### src/rtl/collector_pkg.sv
// collector_pkg
// Shared definitions for the pipeline result collector: FSM state encoding,
// result width, default MISR feedback polynomial and the MISR step function.
package collector_pkg;

    localparam int RESULT_W = 8;

    // x^8 + x^4 + x^3 + x^2 + 1 with the x^8 term implied by the shift-out bit
    localparam logic [RESULT_W-1:0] DEFAULT_MISR_POLY = 8'h1D;

    typedef enum logic [1:0] {
        IDLE    = 2'd0,
        COLLECT = 2'd1,
        DRAIN   = 2'd2,
        DONE    = 2'd3
    } collector_state_t;

    // One MISR update: shift left, fold the outgoing MSB back through the
    // polynomial taps, then XOR in the new result.
    function automatic logic [RESULT_W-1:0] misr_step(
        input logic [RESULT_W-1:0] sig,
        input logic [RESULT_W-1:0] din,
        input logic [RESULT_W-1:0] poly
    );
        misr_step = {sig[RESULT_W-2:0], 1'b0} ^ (sig[RESULT_W-1] ? poly : '0) ^ din;
    endfunction

endpackage

### src/rtl/pipeline_result_collector_fifo.sv
// result_fifo
// Synchronous FIFO holding captured results for readback.
//
// Ports:
//   clock      in   rising-edge clock
//   reset      in   asynchronous active-high reset
//   clear      in   synchronous flush of pointers, count and rd_valid
//   push       in   write push_data (accepted when not full, or full with an accepted pop)
//   push_data  in   RESULT_W-bit data to store
//   pop        in   read request (accepted only when not empty)
//   full       out  count == DEPTH
//   empty      out  count == 0
//   count      out  entries held, $clog2(DEPTH)+1 bits
//   rd_data    out  registered data of the last accepted pop
//   rd_valid   out  high for one cycle after each accepted pop
//
// Read handshake: pop is a request without back-pressure; it is accepted at
// a clock edge only if the FIFO is non-empty at that edge. Each accepted pop
// produces rd_valid=1 with rd_data for exactly the following cycle; rd_data
// holds its last value when rd_valid is low.
module result_fifo
    import collector_pkg::*;
#(
    parameter int DEPTH = 8
) (
    input  logic                      clock,
    input  logic                      reset,
    input  logic                      clear,
    input  logic                      push,
    input  logic [RESULT_W-1:0]       push_data,
    input  logic                      pop,
    output logic                      full,
    output logic                      empty,
    output logic [$clog2(DEPTH):0]    count,
    output logic [RESULT_W-1:0]       rd_data,
    output logic                      rd_valid
);

    localparam int AW = $clog2(DEPTH);
    localparam int CW = AW + 1;

    logic [RESULT_W-1:0] mem [DEPTH];
    logic [AW-1:0]       wr_ptr;
    logic [AW-1:0]       rd_ptr;
    logic                do_push;
    logic                do_pop;

    assign full  = (count == CW'(DEPTH));
    assign empty = (count == '0);

    // A pop frees a slot in the same edge, so a push into a full FIFO is
    // still accepted when paired with an accepted pop.
    assign do_pop  = pop && !empty;
    assign do_push = push && (!full || do_pop);

    always_ff @(posedge clock or posedge reset) begin
        if (reset) begin
            wr_ptr   <= '0;
            rd_ptr   <= '0;
            count    <= '0;
            rd_data  <= '0;
            rd_valid <= 1'b0;
        end else if (clear) begin
            wr_ptr   <= '0;
            rd_ptr   <= '0;
            count    <= '0;
            rd_valid <= 1'b0;
        end else begin
            if (do_push) begin
                wr_ptr <= wr_ptr + AW'(1);
            end
            if (do_pop) begin
                rd_ptr  <= rd_ptr + AW'(1);
                rd_data <= mem[rd_ptr];
            end
            rd_valid <= do_pop;
            case ({do_push, do_pop})
                2'b10:   count <= count + CW'(1);
                2'b01:   count <= count - CW'(1);
                default: count <= count;
            endcase
        end
    end

    // Storage needs no reset; entries are only observed after being written.
    always_ff @(posedge clock) begin
        if (do_push && !clear) begin
            mem[wr_ptr] <= push_data;
        end
    end

endmodule

### src/rtl/pipeline_result_collector.sv
// pipeline_result_collector
// Tracks operand launches (issue) through a fixed pipeline latency, captures
// the matching y result, buffers it in a FIFO, folds it into an 8-bit MISR
// and flags completion after NUM_SAMPLES results.
//
// Ports:
//   clock         in   rising-edge clock
//   reset         in   asynchronous active-high reset
//   start         in   one-cycle pulse, starts a run from IDLE or DONE
//   issue         in   operands launched into the pipeline this cycle
//   y             in   8-bit pipeline result
//   rd_en         in   pop one FIFO entry (allowed in every state)
//   rd_data       out  popped result, registered
//   rd_valid      out  rd_data valid, one cycle after an accepted pop
//   fifo_count    out  entries held
//   sample_count  out  results captured this run
//   signature     out  running MISR value
//   overflow      out  sticky: a capture was dropped on a full FIFO
//   done          out  high in DONE
//   busy          out  high in COLLECT or DRAIN
//
// The internal signal 'state' carries the FSM state for observation.
module pipeline_result_collector
    import collector_pkg::*;
#(
    parameter int                  LATENCY     = 2,
    parameter int                  DEPTH       = 8,
    parameter int                  NUM_SAMPLES = 8,
    parameter logic [RESULT_W-1:0] MISR_POLY   = DEFAULT_MISR_POLY
) (
    input  logic                    clock,
    input  logic                    reset,
    input  logic                    start,
    input  logic                    issue,
    input  logic [RESULT_W-1:0]     y,
    input  logic                    rd_en,
    output logic [RESULT_W-1:0]     rd_data,
    output logic                    rd_valid,
    output logic [$clog2(DEPTH):0]  fifo_count,
    output logic [7:0]              sample_count,
    output logic [RESULT_W-1:0]     signature,
    output logic                    overflow,
    output logic                    done,
    output logic                    busy
);

    localparam logic [7:0] NUM = 8'(NUM_SAMPLES);

    collector_state_t     state;
    collector_state_t     state_next;
    logic                 start_ok;
    logic [7:0]           issued;
    logic [LATENCY-1:0]   vpipe;
    logic [LATENCY-1:0]   vpipe_next;
    logic                 issue_ok;
    logic                 capture;
    logic                 fifo_full;
    logic                 fifo_empty;
    logic                 push_drop;

    // ---------------- FSM ----------------
    always_ff @(posedge clock or posedge reset) begin
        if (reset) begin
            state <= IDLE;
        end else begin
            state <= state_next;
        end
    end

    always_comb begin
        state_next = state;
        start_ok   = 1'b0;
        done       = 1'b0;
        busy       = 1'b0;
        case (state)
            IDLE: begin
                if (start) begin
                    state_next = COLLECT;
                    start_ok   = 1'b1;
                end
            end
            COLLECT: begin
                busy = 1'b1;
                if (issued == NUM) begin
                    state_next = DRAIN;
                end
            end
            DRAIN: begin
                busy = 1'b1;
                if (sample_count == NUM) begin
                    state_next = DONE;
                end
            end
            DONE: begin
                done = 1'b1;
                if (start) begin
                    state_next = COLLECT;
                    start_ok   = 1'b1;
                end
            end
            default: state_next = IDLE;
        endcase
    end

    // ---------------- issue tracking ----------------
    assign issue_ok = (state == COLLECT) && issue && (issued < NUM);

    // Valid pipe: an accepted issue enters bit 0 and reaches the top bit
    // LATENCY-1 edges later, so it is seen at the LATENCY-th edge.
    if (LATENCY == 1) begin : g_pipe_single
        assign vpipe_next = issue_ok;
    end else begin : g_pipe_multi
        assign vpipe_next = {vpipe[LATENCY-2:0], issue_ok};
    end

    assign capture = ((state == COLLECT) || (state == DRAIN)) && vpipe[LATENCY-1];

    // A capture is lost only if the FIFO is full and no pop frees a slot.
    assign push_drop = capture && fifo_full && !(rd_en && !fifo_empty);

    always_ff @(posedge clock or posedge reset) begin
        if (reset) begin
            issued       <= '0;
            vpipe        <= '0;
            sample_count <= '0;
            signature    <= '0;
            overflow     <= 1'b0;
        end else if (start_ok) begin
            issued       <= '0;
            vpipe        <= '0;
            sample_count <= '0;
            signature    <= '0;
            overflow     <= 1'b0;
        end else begin
            if (issue_ok) begin
                issued <= issued + 8'd1;
            end
            vpipe <= vpipe_next;
            if (capture) begin
                sample_count <= sample_count + 8'd1;
                signature    <= misr_step(signature, y, MISR_POLY);
            end
            if (push_drop) begin
                overflow <= 1'b1;
            end
        end
    end

    // ---------------- result buffer ----------------
    result_fifo #(
        .DEPTH (DEPTH)
    ) u_fifo (
        .clock     (clock),
        .reset     (reset),
        .clear     (start_ok),
        .push      (capture),
        .push_data (y),
        .pop       (rd_en),
        .full      (fifo_full),
        .empty     (fifo_empty),
        .count     (fifo_count),
        .rd_data   (rd_data),
        .rd_valid  (rd_valid)
    );

endmodule
### config.mk
export PLATFORM = sky130hd
export DESIGN_NAME = pipeline_result_collector
export DESIGN_NICKNAME = d
export VERILOG_FILES = /design/src/rtl/collector_pkg.sv /design/src/rtl/pipeline_result_collector_fifo.sv /design/src/rtl/pipeline_result_collector.sv
export SDC_FILE = /design/constraint.sdc
export NUM_CORES = 1
export LEC_CHECK = 0
export ABC_AREA = 1
export CORE_MARGIN = 2
export CORE_UTILIZATION = 60
export DETAILED_ROUTE_END_ITERATION = 6
export GPL_TIMING_DRIVEN = 1
export HOLD_SLACK_MARGIN = 0.15
export PLACE_DENSITY_LB_ADDON = 0.3
export SLEW_MARGIN = 20
export SYNTH_ARGS = -nofsm -noshare
export SYNTH_HDL_FRONTEND = slang
export SYNTH_SLANG_ARGS = --single-unit
### constraint.sdc
create_clock -name clock -period 6 [get_ports clock]
set_input_delay 0.6 -clock clock [delete_from_list [all_inputs] [get_ports clock]]
set_output_delay 0.6 -clock clock [all_outputs]
set_load 0.02 [all_outputs]
==> Word-level counts from Yosys, hierarchy flattened <==
Memories as Yosys holds them, arrays and structs flattened. A register that Yosys moved wholly into a read port is not among the register bits.
Index checks and enable logic that the tools add are counted.
{ "totals": {"ff_bits": 40, "ramBits": 64, "inputBits": 13, "output_inout_bits": 32, "mem_count": 1} }
{ "mem_list": {"columns": ["name", "words", "width", "rd", "rd_clocked_by_memory_dff", "wr", "line", "rtl"], "rows": [
  ["u_fifo.mem", 8, 8, 1, 1, 1, "pipeline_result_collector_fifo.sv:42", "logic [RESULT_W-1:0] mem [DEPTH];"]
]} }
{ "op_classes": {"n_addsub": 6, "magnitude_cmp": 1, "eq_ne": 11, "muxes": 27, "bitwise": 3, "n_reduce_logical": 26} }
{ "op_table": {"columns": ["cell", "n"], "rows": [
  ["8-bit 2-to-1 mux", 6],
  ["8-bit by 1-bit adder with 8-bit output, second input constant", 2],
  ["8-bit by 4-bit == test with 1-bit output, second input constant", 2],
  ["3-bit 2-to-1 mux", 4],
  ["2-bit nonzero test", 5],
  ["1-bit 2-to-1 mux", 9],
  ["1-bit logical AND", 8],
  ["8-bit by 4-bit < comparator with 1-bit output, second input constant", 1],
  ["2-bit 2-to-1 mux", 4],
  ["4-bit case mux with 2 select lines", 1],
  ["8-bit by 5-bit bitwise XOR with 8-bit output", 1],
  ["8-bit bitwise XOR", 1],
  ["3-bit by 1-bit adder with 3-bit output, second input constant", 2],
  ["2-bit == test, second input constant", 3],
  ["2-bit case mux with 3 select lines", 1],
  ["5-bit 2-to-1 mux", 1],
  ["4-bit by 1-bit adder with 4-bit output, second input constant", 1],
  ["2-bit by 1-bit == test with 1-bit output, second input constant", 2],
  ["4-bit == test, second input constant", 1],
  ["1-bit zero test", 4],
  ["4-bit zero test", 1],
  ["4-bit 2-to-1 mux", 1],
  ["2-bit != test, second input constant", 2],
  ["2-bit OR reduction", 2],
  ["8 further kinds", 9]
]} }

==> Logic depth before layout (Yosys ltp) <==
Gate-level depths: netlist (run 1).
{ "depth": {"ltp_word": 8, "mapped_depth": 15} }

==> Modules after synthesis <==
Synthesis (run 1) repeated with hierarchy kept, for this count alone.
{ "hier_totals": {"cells_unflattened": 489, "area_unflattened_um2": 5113.7} }
{ "by_module_without_submodules": {"columns": ["module", "instances", "cells_per_inst", "area_per_inst_um2", "seq_area_each_um2"], "rows": [
  ["result_fifo", 1, 308, 3579.7, 2397.3],
  ["pipeline_result_collector", 1, 181, 1534.0, 725.7]
]} }

==> Worst setup path after synthesis (run 1) <==
No wires, ideal clock.
{ "synth_path": {"path_type": "reg-to-reg", "start": "register state[0]", "end": "register u_fifo.count[3]", "t_arrival_ps": 2016, "slack_ps": 3867, "stages_incl_launch_ff": 15, "path_buffers": 1, "period_less_slack_ps": 2133, "cell_sequence": "dfrtp_1 -> inv_1 -> ha_1 -> inv_2 -> nand2_4 -> buf_6 -> nand3_2 -> inv_1 -> ha_1 -> nand2_1 -> nand3b_1 -> nand2_1 -> nand2_1 -> nand3_1 -> nand2_1"} }
{ "synth_via": {"elab_chain_len": 7} }
{ "synth_lines": {"columns": ["element", "line", "rtl"], "rows": [
  ["from (decl)", "pipeline_result_collector.sv:49", "collector_state_t state;"],
  ["from (signal assigned)", "pipeline_result_collector.sv:66", "state <= state_next;"],
  ["2-bit by 1-bit == test with 1-bit output / 2-bit == test (equally long branches)", "pipeline_result_collector.sv:116", "assign capture = ((state == COLLECT) || (state == DRAIN)) && vpipe[LATENCY-1];"],
  ["1-bit logical OR", "pipeline_result_collector.sv:116", null],
  ["1-bit logical AND", "pipeline_result_collector.sv:116", null],
  ["1-bit logical AND", "pipeline_result_collector_fifo.sv:54", "assign do_push = push && (!full || do_pop);"],
  ["2-bit by 1-bit == test with 1-bit output / 2-bit == test (equally long branches)", "pipeline_result_collector_fifo.sv:77", "case ({do_push, do_pop})"],
  ["4-bit case mux with 2 select lines", "pipeline_result_collector_fifo.sv:77", null],
  ["4-bit 2-to-1 mux", "pipeline_result_collector_fifo.sv:63", "end else if (clear) begin"],
  ["to (signal assigned)", "pipeline_result_collector_fifo.sv:78", "2'b10: count <= count + CW'(1);"],
  ["to (signal assigned)", "pipeline_result_collector_fifo.sv:79", "2'b01: count <= count - CW'(1);"],
  ["to (signal assigned)", "pipeline_result_collector_fifo.sv:80", "default: count <= count;"],
  ["to (decl)", "pipeline_result_collector_fifo.sv:34", "output logic [$clog2(DEPTH):0] count,"]
]} }
Parallel ways exist; a longest one is shown, timed or not.
A chain may end at the register's enable or synchronous reset.

==> Worst setup path after layout (run 1) <==
{ "layout_path": {"start": "register state[0]", "end": "memory u_fifo.mem[2][4], enable pin"} }
{ "layout_via": {"elab_chain_len": 7} }
{ "layout_lines": {"columns": ["element", "line", "rtl"], "rows": [
  ["2-bit == test (tied with other cells)", "pipeline_result_collector.sv:75", "case (state)"],
  ["2-bit OR reduction (no line) / 1-bit logical OR (equally long branches)", null, null],
  ["1-bit 2-to-1 mux / 1-bit logical AND (equally long branches)", null, null],
  ["1-bit zero test / 1-bit logical AND (equally long branches)", "pipeline_result_collector_fifo.sv:87, pipeline_result_collector_fifo.sv:54", null],
  ["1-bit logical AND (*)", "pipeline_result_collector_fifo.sv:87", "if (do_push && !clear) begin"],
  ["1-bit 2-to-1 mux (*)", "pipeline_result_collector_fifo.sv:87", null],
  ["1-bit 2-to-1 mux (not written as such) (*)", "pipeline_result_collector_fifo.sv:88", "mem[wr_ptr] <= push_data;"],
  ["to (decl)", "pipeline_result_collector_fifo.sv:42", null]
]} }
Mark *: on every way between the ends. The rest lies on a longest branch, timed or not.

==> impl_metrics.tcl, run 1 <==
set metrics [dict create \
    grt_pass1_wl_um 16900 \
    drive_gt1_share_pct 7.76 \
    synthArstFlopShare_pct 42.9 \
    crit_arrival_ns 2.59 \
    post-route-drc-count 0 \
    setup_slack_ns 3.42 \
    finalCritPeriodShare_pct 43.0 \
    crit_path_start "state[0]" \
    antenna_found_initial 0 \
    r2r_cells 9 \
    cts_hold_buf 0 \
    vias_per_cell 5.85 \
    track_usage_pct 25.5 \
    holdCritStartpoint "u_fifo.rd_data[0]" \
    cts_tree "yes" \
    seqPwrFrac_pct 42.9 \
    synth_cell_types 37 \
    p_int_mw 1.46 \
    synth-xor-area-share_pct 1.43 \
    post_cts_buffers 0 \
    critPathTopFamily "simple AND/OR/NAND/NOR gates" \
    nNetsFinal 510 \
    syn_to_final_growth_pct 13.9 \
    r2r_start "state[0]" \
    slew_violations 0 \
    p_sw_share_pct 40.5 \
    numCtsBuffers 9 \
    hold_path.class "flop to flop" \
    slowest_stage "nor2_1" \
    combinationalPowerShare_pct 39.8 \
    gr-total-overflow 0 \
    core_um2 7810 \
    synth_ff_type "edfxtp_1" \
    max_cap_violations 0 \
    reg2reg_slack_ns 3.42 \
    timing.fmax_mhz 388 \
    holdPathEnd "u_fifo.rd_data[0]" \
    dpl.hpwl_um 7270 \
    wl_um 10300 \
    power_density_nw_per_um2 440 \
    crit_fanout 20 \
    syn_area_per_cell_um2 11.0 \
    critPathCaptureType "flop" \
    rsz0062_at_grt "no" \
    critical_path_class "flop to flop" \
    clk_pin_slew_ns 0.10 \
    power_frac_clock_pct 17.3 \
    drtIter0Drc 296 \
    synth_fa_ha_area_share_pct 3.07 \
    grt_max_degree 49 \
    die_h_um 94.3 \
    synthCells 445 \
    dieWidth_um 94.3 \
    via_count 3463 \
    synth_top_family_by_area "simple AND/OR/NAND/NOR gates" \
    ant_nets 0 \
    max_slew_margin_pct 36.8 \
    synth-edff-count 64 \
    rows 32 \
    synth_area_um2 4900 \
    synth_nets 470 \
    synthMuxAreaShare_pct 0 \
    routedWlPerCell_um 17.5 \
    p_switching_uw 994 \
    routabilityCongestion 0.887 \
    max_stage_delay_ns 0.59 \
    p_leak_nw 2.20 \
    ys_seq_elements 112 \
    tns_ns 0 \
    min_period_ns 2.58 \
    finalSetupViolCount 0 \
    pre_cts_ws_ns 3.35 \
    num_antenna_cells 0 \
    io_buffers 44 \
    first_global_vias 3387 \
    max-vdd-ir-drop_uv 264 \
    cts-root-buf "clkbuf_8" \
    tightest_slew_ns 0.947 \
    start_kind "flop" \
    yosysSeqAreaShare_pct 63.8 \
    dpl_cell_area_um2 5390 \
    min_path_cells 2 \
    clock_skew_ns 0.0133 \
    dr.pass1.iters 5 \
    yosysWarnings 0 \
    critPathRequiredTime_ns 6.01 \
    numClockSinks 112 \
    cp_num_buf_inv 4 \
    clock_latency_ns 0.37 \
    cts_resized 0 \
    dieArea_um2 8900 \
    finalHoldViolCount 0 \
    crit_top_cell "inv_2" \
    htree_levels 3 \
    postLayoutCellArea_um2 5570 \
    r2r_end "u_fifo.mem[2][4]" \
    crit_chain "inv_1 -> ha_1 -> inv_2 -> nand2_4 -> inv_2 -> nand2_2 -> inv_2 -> nand2_1 -> nor2_1" \
    synth_compound_gate_area_share_pct 12.0 \
    initial_core_util_pct 62.7 \
    clk_path_buf_depth 2 \
    utilization_pct 71.4 \
    status "finished, final reports clean" \
    layout.cells.most_common_list "64 x edfxtp_1, 63 x nand2_1, 60 x nor2_1, 53 x o21ai_0, 48 x dfrtp_1" \
    synthSimpleGateAreaFrac_pct 15.0 \
    ioPinCount 45 \
    layout_commonest_cell "edfxtp_1" \
]
[worst reg2reg max path, stage by stage (launching register included)]
cell and delay [ns]:
dfrtp_1 0.43, inv_1 0.06, ha_1 0.33, inv_2 0.11
nand2_4 0.16, inv_2 0.22, nand2_2 0.09, inv_2 0.09
nand2_1 0.13, nor2_1 0.59
[kinds of logic after synthesis]
group	after synthesis
fa+ha+maj	12
compound gates	96
simple gates	161
buf+inv	56
xor+xnor	8
flops	112
[flip-flops by register name, summed over array words and instances, names as in the netlist]
signal / cells
u_fifo.rd_ptr: 3
sample_count: 8
state: 2
u_fifo.wr_ptr: 3
vpipe: 2
u_fifo.rd_valid: 1
u_fifo.rd_data: 8
u_fifo.count: 4
issued: 8
u_fifo.mem: 64
signature: 8
overflow: 1
[stage by stage]
stage / hold WS [ns] / power [mW] / instances
floorplan: 0.448 / 1.71 / 445
global placement: 0.465 / 1.99 / 576
detailed placement: 0.466 / 2.03 / 576
CTS: 0.490 / 2.45 / 592
global route: 0.503 / 2.61 / 592
finish: 0.485 / 2.45 / 592
[metal layers]
layer  global-route usage [%]  wire length (um)  vias to the layer above  part of all wire (%)
met5                        0                 0                        -                     0
met4                     8.94               210                        0                   2.0
met3                     3.99               713                       20                   6.9
met2                     40.8              4950                      151                    48
met1                     36.3              4460                     1668                    43
li1                         -                 -                     1624                     -
[power groups by stage]
stage / clock network, mW / registers [mW] / logic [mW]
2_1_floorplan: 0 / 1.10 / 0.615
3_3_place_gp: 0 / 1.06 / 0.931
3_5_place_dp: 0 / 1.07 / 0.966
4_1_cts: 0.428 / 1.05 / 0.972
5_1_grt: 0.464 / 1.07 / 1.08
6_report: 0.424 / 1.05 / 0.976
[area by class of cell]
cell class	instances	area [um^2]
Tap cell	102	128
Fill cell	549	2230
Clock buffer	10	128
Sequential cell	112	3120
Inverter	41	158
Clock inverter	6	57.6
Multi-Input combinational cell	277	1540
Timing Repair Buffer	44	440
[synth_stat cells (4+ instances only)]
cell	count	share of area [%]
a21oi_1	6	0.61
buf_2	4	0.41
clkbuf_1	8	0.61
dfrtp_1	48	25
edfxtp_1	64	39
ha_1	12	3.1
inv_1	34	2.6
inv_2	5	0.38
nand2_1	63	4.8
nand3_1	14	1.4
nand4_1	7	0.89
nor2_1	60	4.6
o211ai_1	8	1.2
o21ai_0	53	5.4
o221ai_1	8	1.4
o22ai_1	9	1.1
xnor2_1	8	1.4
[worst max path at each step]
stage / end / slack [ns] / cells past startpoint
floorplan: u_fifo.count[3] / 3.87 / 14
global placement: u_fifo.mem[3][1] / 3.42 / 7
detailed placement: u_fifo.mem[2][4] / 3.35 / 7
CTS: u_fifo.mem[2][1] / 3.45 / 9
global route: u_fifo.mem[2][1] / 3.21 / 9
finish: u_fifo.mem[2][4] / 3.42 / 9
Note: power is estimated with default switching activity, not from simulation.
==> inputs of run 2 (changes only) <==
- CORE_UTILIZATION: 60 -> 52
- clock period: 6 -> 2.3 ns (I/O delays scaled with it)
==> impl_metrics.tcl, run 2 (synthesized netlist as in run 1, its figures left out) <==
set metrics [dict create \
    finalHoldViolCount 0 \
    dpl.hpwl_um 7290 \
    cp.depth 13 \
    dr.pass1.iters 5 \
    tns_ns 0 \
    io_buffers 44 \
    r2r_end "u_fifo.count[3]" \
    use_met2_pct 35.5 \
    first_global_vias 3434 \
    critPathCaptureType "flop" \
    layout_commonest_cell "edfxtp_1" \
    slowest_stage "dfrtp_1" \
    slew_violations 0 \
    layout.cells.most_common_list "64 x edfxtp_1, 63 x nand2_1, 60 x nor2_1, 53 x o21ai_0, 48 x dfrtp_1" \
    nNetsFinal 530 \
    vias_per_cell 5.58 \
    largest_reg_flops 64 \
    via_count 3467 \
    gr-total-overflow 0 \
    timing.fmax_mhz 467 \
    fillCellCount 722 \
    finalSetupViolCount 0 \
    grt.busiest_layer "met2" \
    r2r_start "state[0]" \
    routabilityCongestion 0.844 \
    critPathTopFamily "simple AND/OR/NAND/NOR gates" \
    status "finished, final reports clean" \
    max-vdd-ir-drop_uv 584 \
    num_antenna_cells 0 \
    routedWlPerCell_um 17.1 \
    hold_path.class "input pin to async pin" \
    reg2reg_slack_ns 0.16 \
    syn_to_final_growth_pct 18.4 \
    drive_gt1_share_pct 11.4 \
    drtIter0Drc 238 \
    cts-root-buf "clkbuf_8" \
    core_um2 9200 \
    max_cap_violations 0 \
    grt_pass1_wl_um 17300 \
    p_leak_nw 2.33 \
    crit_fanout 6 \
    clock_skew_ns 0.0154 \
    numClockSinks 112 \
    largest_register "u_fifo.mem" \
    tightest_slew_ns 0.511 \
    cp_num_buf_inv 3 \
    use_met1_pct 30.9 \
    rows 35 \
    min_period_ns 2.14 \
    critPathRequiredTime_ns 2.57 \
    numCtsBuffers 9 \
    track_usage_pct 22.3 \
    grt_max_degree 49 \
    cp-endpoint "u_fifo.count[3]" \
    cts_tree "yes" \
    max_stage_delay_ns 0.40 \
    initial_core_util_pct 53.2 \
    crit_arrival_ns 2.42 \
    htree_levels 3 \
    dieArea_um2 10200 \
    die_h_um 101 \
    post-route-drc-count 0 \
    ant_nets 0 \
    r2r_cells 13 \
    clk_path_buf_depth 2 \
    ioPinCount 45 \
    cts_hold_buf 0 \
    use_met3_pct 3.88 \
    clk_pin_slew_ns 0.11 \
    critical_path_class "flop to flop" \
    max_slew_margin_pct 65.9 \
    wl_um 10600 \
    crit_chain "inv_1 -> ha_1 -> inv_2 -> nand2_4 -> nand3_4 -> inv_1 -> ha_1 -> nand2_1 -> nand3b_1 -> nand2_1 -> nand2_1 -> nand3_1 -> nand2_1" \
    rsz0062_at_grt "no" \
    dieWidth_um 101 \
    crit_top_cell "nand2_1" \
    crit_path_start "state[0]" \
    power_density_nw_per_um2 1160 \
    clock_latency_ns 0.38 \
    antenna_found_initial 0 \
    start_kind "flop" \
    utilization_pct 63.0 \
    finalCritPeriodShare_pct 93.1 \
]
-- run 2: changes by cell type in the layout (fill, tap and decap cells not counted) --
cell	previous run	this run
clkinv_2	1	0
bufinv_16	0	2
inv_6	3	0
nand3_4	0	1
buf_4	0	19
buf_12	0	1
nand3_2	2	1
inv_2	5	6
clkinv_4	1	2
-- run 2: worst min path at each step --
stage                     startpoint           endpoint  slack [ns]  cells past startpoint
final                          reset  u_fifo.rd_data[1]        0.20                      3
after global routing           reset  u_fifo.rd_data[2]        0.21                      3
after CTS                      reset  u_fifo.rd_data[1]        0.21                      3
after detailed placement    vpipe[0]           vpipe[1]        0.46                      2
after global placement      vpipe[0]           vpipe[1]        0.45                      2
after floorplan                 y[0]   u_fifo.mem[0][0]        0.33                      0
-- run 2: repair_timing --
item,in CTS,in global routing
setup endpoints to repair,0,1
gates resized for setup,0,1
setup buffers,0,1
-- run 2: cell type report --
class	count	area [um^2]	area share, %
Sequential cell	112	3120	53.9
Multi-Input combinational cell	277	1550	26.7
Timing Repair Buffer	64	603	10.4
Inverter	41	156	2.70
Tap cell	111	139	2.40
Clock buffer	10	128	2.20
Clock inverter	6	100	1.73
-- run 2: stage by stage --
stage                     total power [mW]  setup slack (ns)  hold WS (ns)  cells  cell area (um^2)
after floorplan                       4.47             0.167         0.329    445              4900
after global placement                5.33             0.264         0.452    604              5550
after detailed placement              5.40             0.113         0.464    604              5550
after CTS                             6.71            0.0810         0.207    620              5780
after global routing                  7.14            0.0172         0.213    621              5800
final                                 6.70             0.159         0.198    621              5800
-- run 2: power by group --
part           internal, mW  switching [mW]  leakage, nW  total [mW]
Clock                 0.633           0.681        0.114        1.31
Sequential             2.42           0.233         1.21        2.66
Combinational          1.04            1.69         1.00        2.73
-- run 2: per-layer routing --
layer  share of wire (%)  vias to the layer above
met2                  48                      120
met4                 2.0                        0
li1                    -                     1659
met5                   0                        -
met1                  45                     1669
met3                 5.4                       19
-- run 2: tightest hold or removal path, cell delays in order --
cell and delay (ns):
clkdlybuf4s50_1 0.41, inv_2 0.07, buf_12 0.26
==> inputs of run 3 (changes only) <==
- RECOVER_POWER: default -> 50
==> impl_metrics.tcl, run 3 (synthesized netlist as in run 1, its figures left out) <==
set metrics [dict create \
    clock_latency_ns 0.38 \
    r2r_cells 13 \
    dieWidth_um 101 \
    num_antenna_cells 0 \
    critPathCaptureType "output pin" \
    largest_reg_flops 64 \
    r2r_start "state[0]" \
    crit_chain "inv_1 -> ha_1 -> inv_2 -> clkdlybuf4s50_1" \
    r2r_end "u_fifo.count[3]" \
    wl_um 10600 \
    dr.pass1.iters 5 \
    status "finished, final reports clean" \
    clk_pin_slew_ns 0.10 \
    power_density_nw_per_um2 1160 \
    nNetsFinal 530 \
    track_usage_pct 22.3 \
    min_period_ns 2.12 \
    cts_tree "yes" \
    largest_register "u_fifo.mem" \
    routabilityCongestion 0.844 \
    tns_ns 0 \
    crit_arrival_ns 1.89 \
    p_leak_nw 2.31 \
    start_kind "flop" \
    critPathRequiredTime_ns 2.07 \
    first_global_vias 3434 \
    die_h_um 101 \
    cp.depth 4 \
    numClockSinks 112 \
    holdWs_ns 0.479 \
    dieArea_um2 10200 \
    holdPathEnd "vpipe[1]" \
    htree_levels 3 \
    vias_per_cell 5.59 \
    grt_pass1_wl_um 17300 \
    crit_fanout 4 \
    finalCritPeriodShare_pct 92.3 \
    cts-root-buf "clkbuf_8" \
    utilization_pct 62.6 \
    critPathTopFamily "buffers and inverters" \
    post-route-drc-count 0 \
    cts_hold_buf 0 \
    layout.cells.most_common_list "64 x nand2_1, 64 x edfxtp_1, 60 x nor2_1, 53 x o21ai_0, 48 x dfrtp_1" \
    core_um2 9200 \
    critical_path_class "flop to output pin" \
    finalHoldViolCount 0 \
    ant_nets 0 \
    slew_violations 0 \
    rows 35 \
    max_slew_margin_pct 17.1 \
    via_count 3469 \
    grt_max_degree 49 \
    drtIter0Drc 266 \
    numCtsBuffers 9 \
    clk_path_buf_depth 2 \
    max_cap_violations 0 \
    max-vdd-ir-drop_uv 576 \
    gr-total-overflow 0 \
    ioPinCount 45 \
    dpl.hpwl_um 7290 \
    tightest_slew_ns 1.24 \
    initial_core_util_pct 53.2 \
    min_path_cells 2 \
    timing.fmax_mhz 471 \
    routedWlPerCell_um 17.1 \
    rsz0062_at_grt "no" \
    io_buffers 44 \
    hold_path.class "flop to flop" \
    slowest_stage "clkdlybuf4s50_1" \
    antenna_found_initial 0 \
    finalSetupViolCount 0 \
    cp_num_buf_inv 3 \
    holdCritStartpoint "vpipe[0]" \
    syn_to_final_growth_pct 17.5 \
    reg2reg_slack_ns 0.18 \
    clock_skew_ns 0.0162 \
    max_stage_delay_ns 0.64 \
    drive_gt1_share_pct 9.61 \
]
run 3: changes by cell type in the layout (fill, tap and decap cells not counted), sizes merged:
cell           previous run  this run
inv                      42        41
clkbuf                   10        18
dlygate4sd3               0        12
clkinv                    3         4
clkdlybuf4s50            44        32
buf                      20        12
run 3: through the flow:
stage	setup slack [ns]	instances	instance area [um^2]	total power, mW
final	0.178	621	5750	6.65
after global placement	0.264	604	5550	5.33
after detailed placement	0.113	604	5550	5.40
after floorplan	0.167	445	4900	4.47
after CTS	0.0810	620	5780	6.71
after global routing	0.0356	621	5750	7.09
run 3: final cells by class:
class                      count  area [um^2]
inverter                      41          156
fill                         733         3440
sequential                   112         3120
tap                          111          139
multi-input combinational    277         1550
clock buffer                  10          128
timing repair buffer          64          563
clock inverter                 6          100
run 3: worst max path at each step:
stage | to | slack (ns) | start
2_1_floorplan | u_fifo.count[3] | 0.17 | state[0]
3_3_place_gp | u_fifo.count[3] | 0.26 | state[0]
3_5_place_dp | u_fifo.count[3] | 0.11 | state[0]
4_1_cts | busy | 0.08 | state[0]
5_1_grt | u_fifo.count[3] | 0.04 | state[0]
6_report | busy | 0.18 | state[0]
run 3: timing repair:
item | in CTS | in global routing
endpoints found under the setup margin | 0 | 1
gates resized for setup | 0 | 1
buffers inserted | 0 | 1
endpoints found under the hold margin | 0 | 0
run 3: power by group:
group	leakage, nW	switching (mW)	internal [mW]
clock	0.114	0.673	0.633
sequential	1.21	0.232	2.42
combinational	0.982	1.69	0.995
total	2.31	2.60	4.05
run 3: tightest hold or removal path, stage by stage, from the launching register on:
cell	delay, ns
dfrtp_1	0.37
inv_1	0.05
nor2_1	0.03
run 3: per-layer routing:
layer	vias to the layer above	part of all wire, %	GRT usage [%]
met5	-	0	0
met4	0	2.1	8.63
met3	19	5.6	3.88
met2	118	48	35.5
met1	1670	44	30.9
li1	1662	-	-
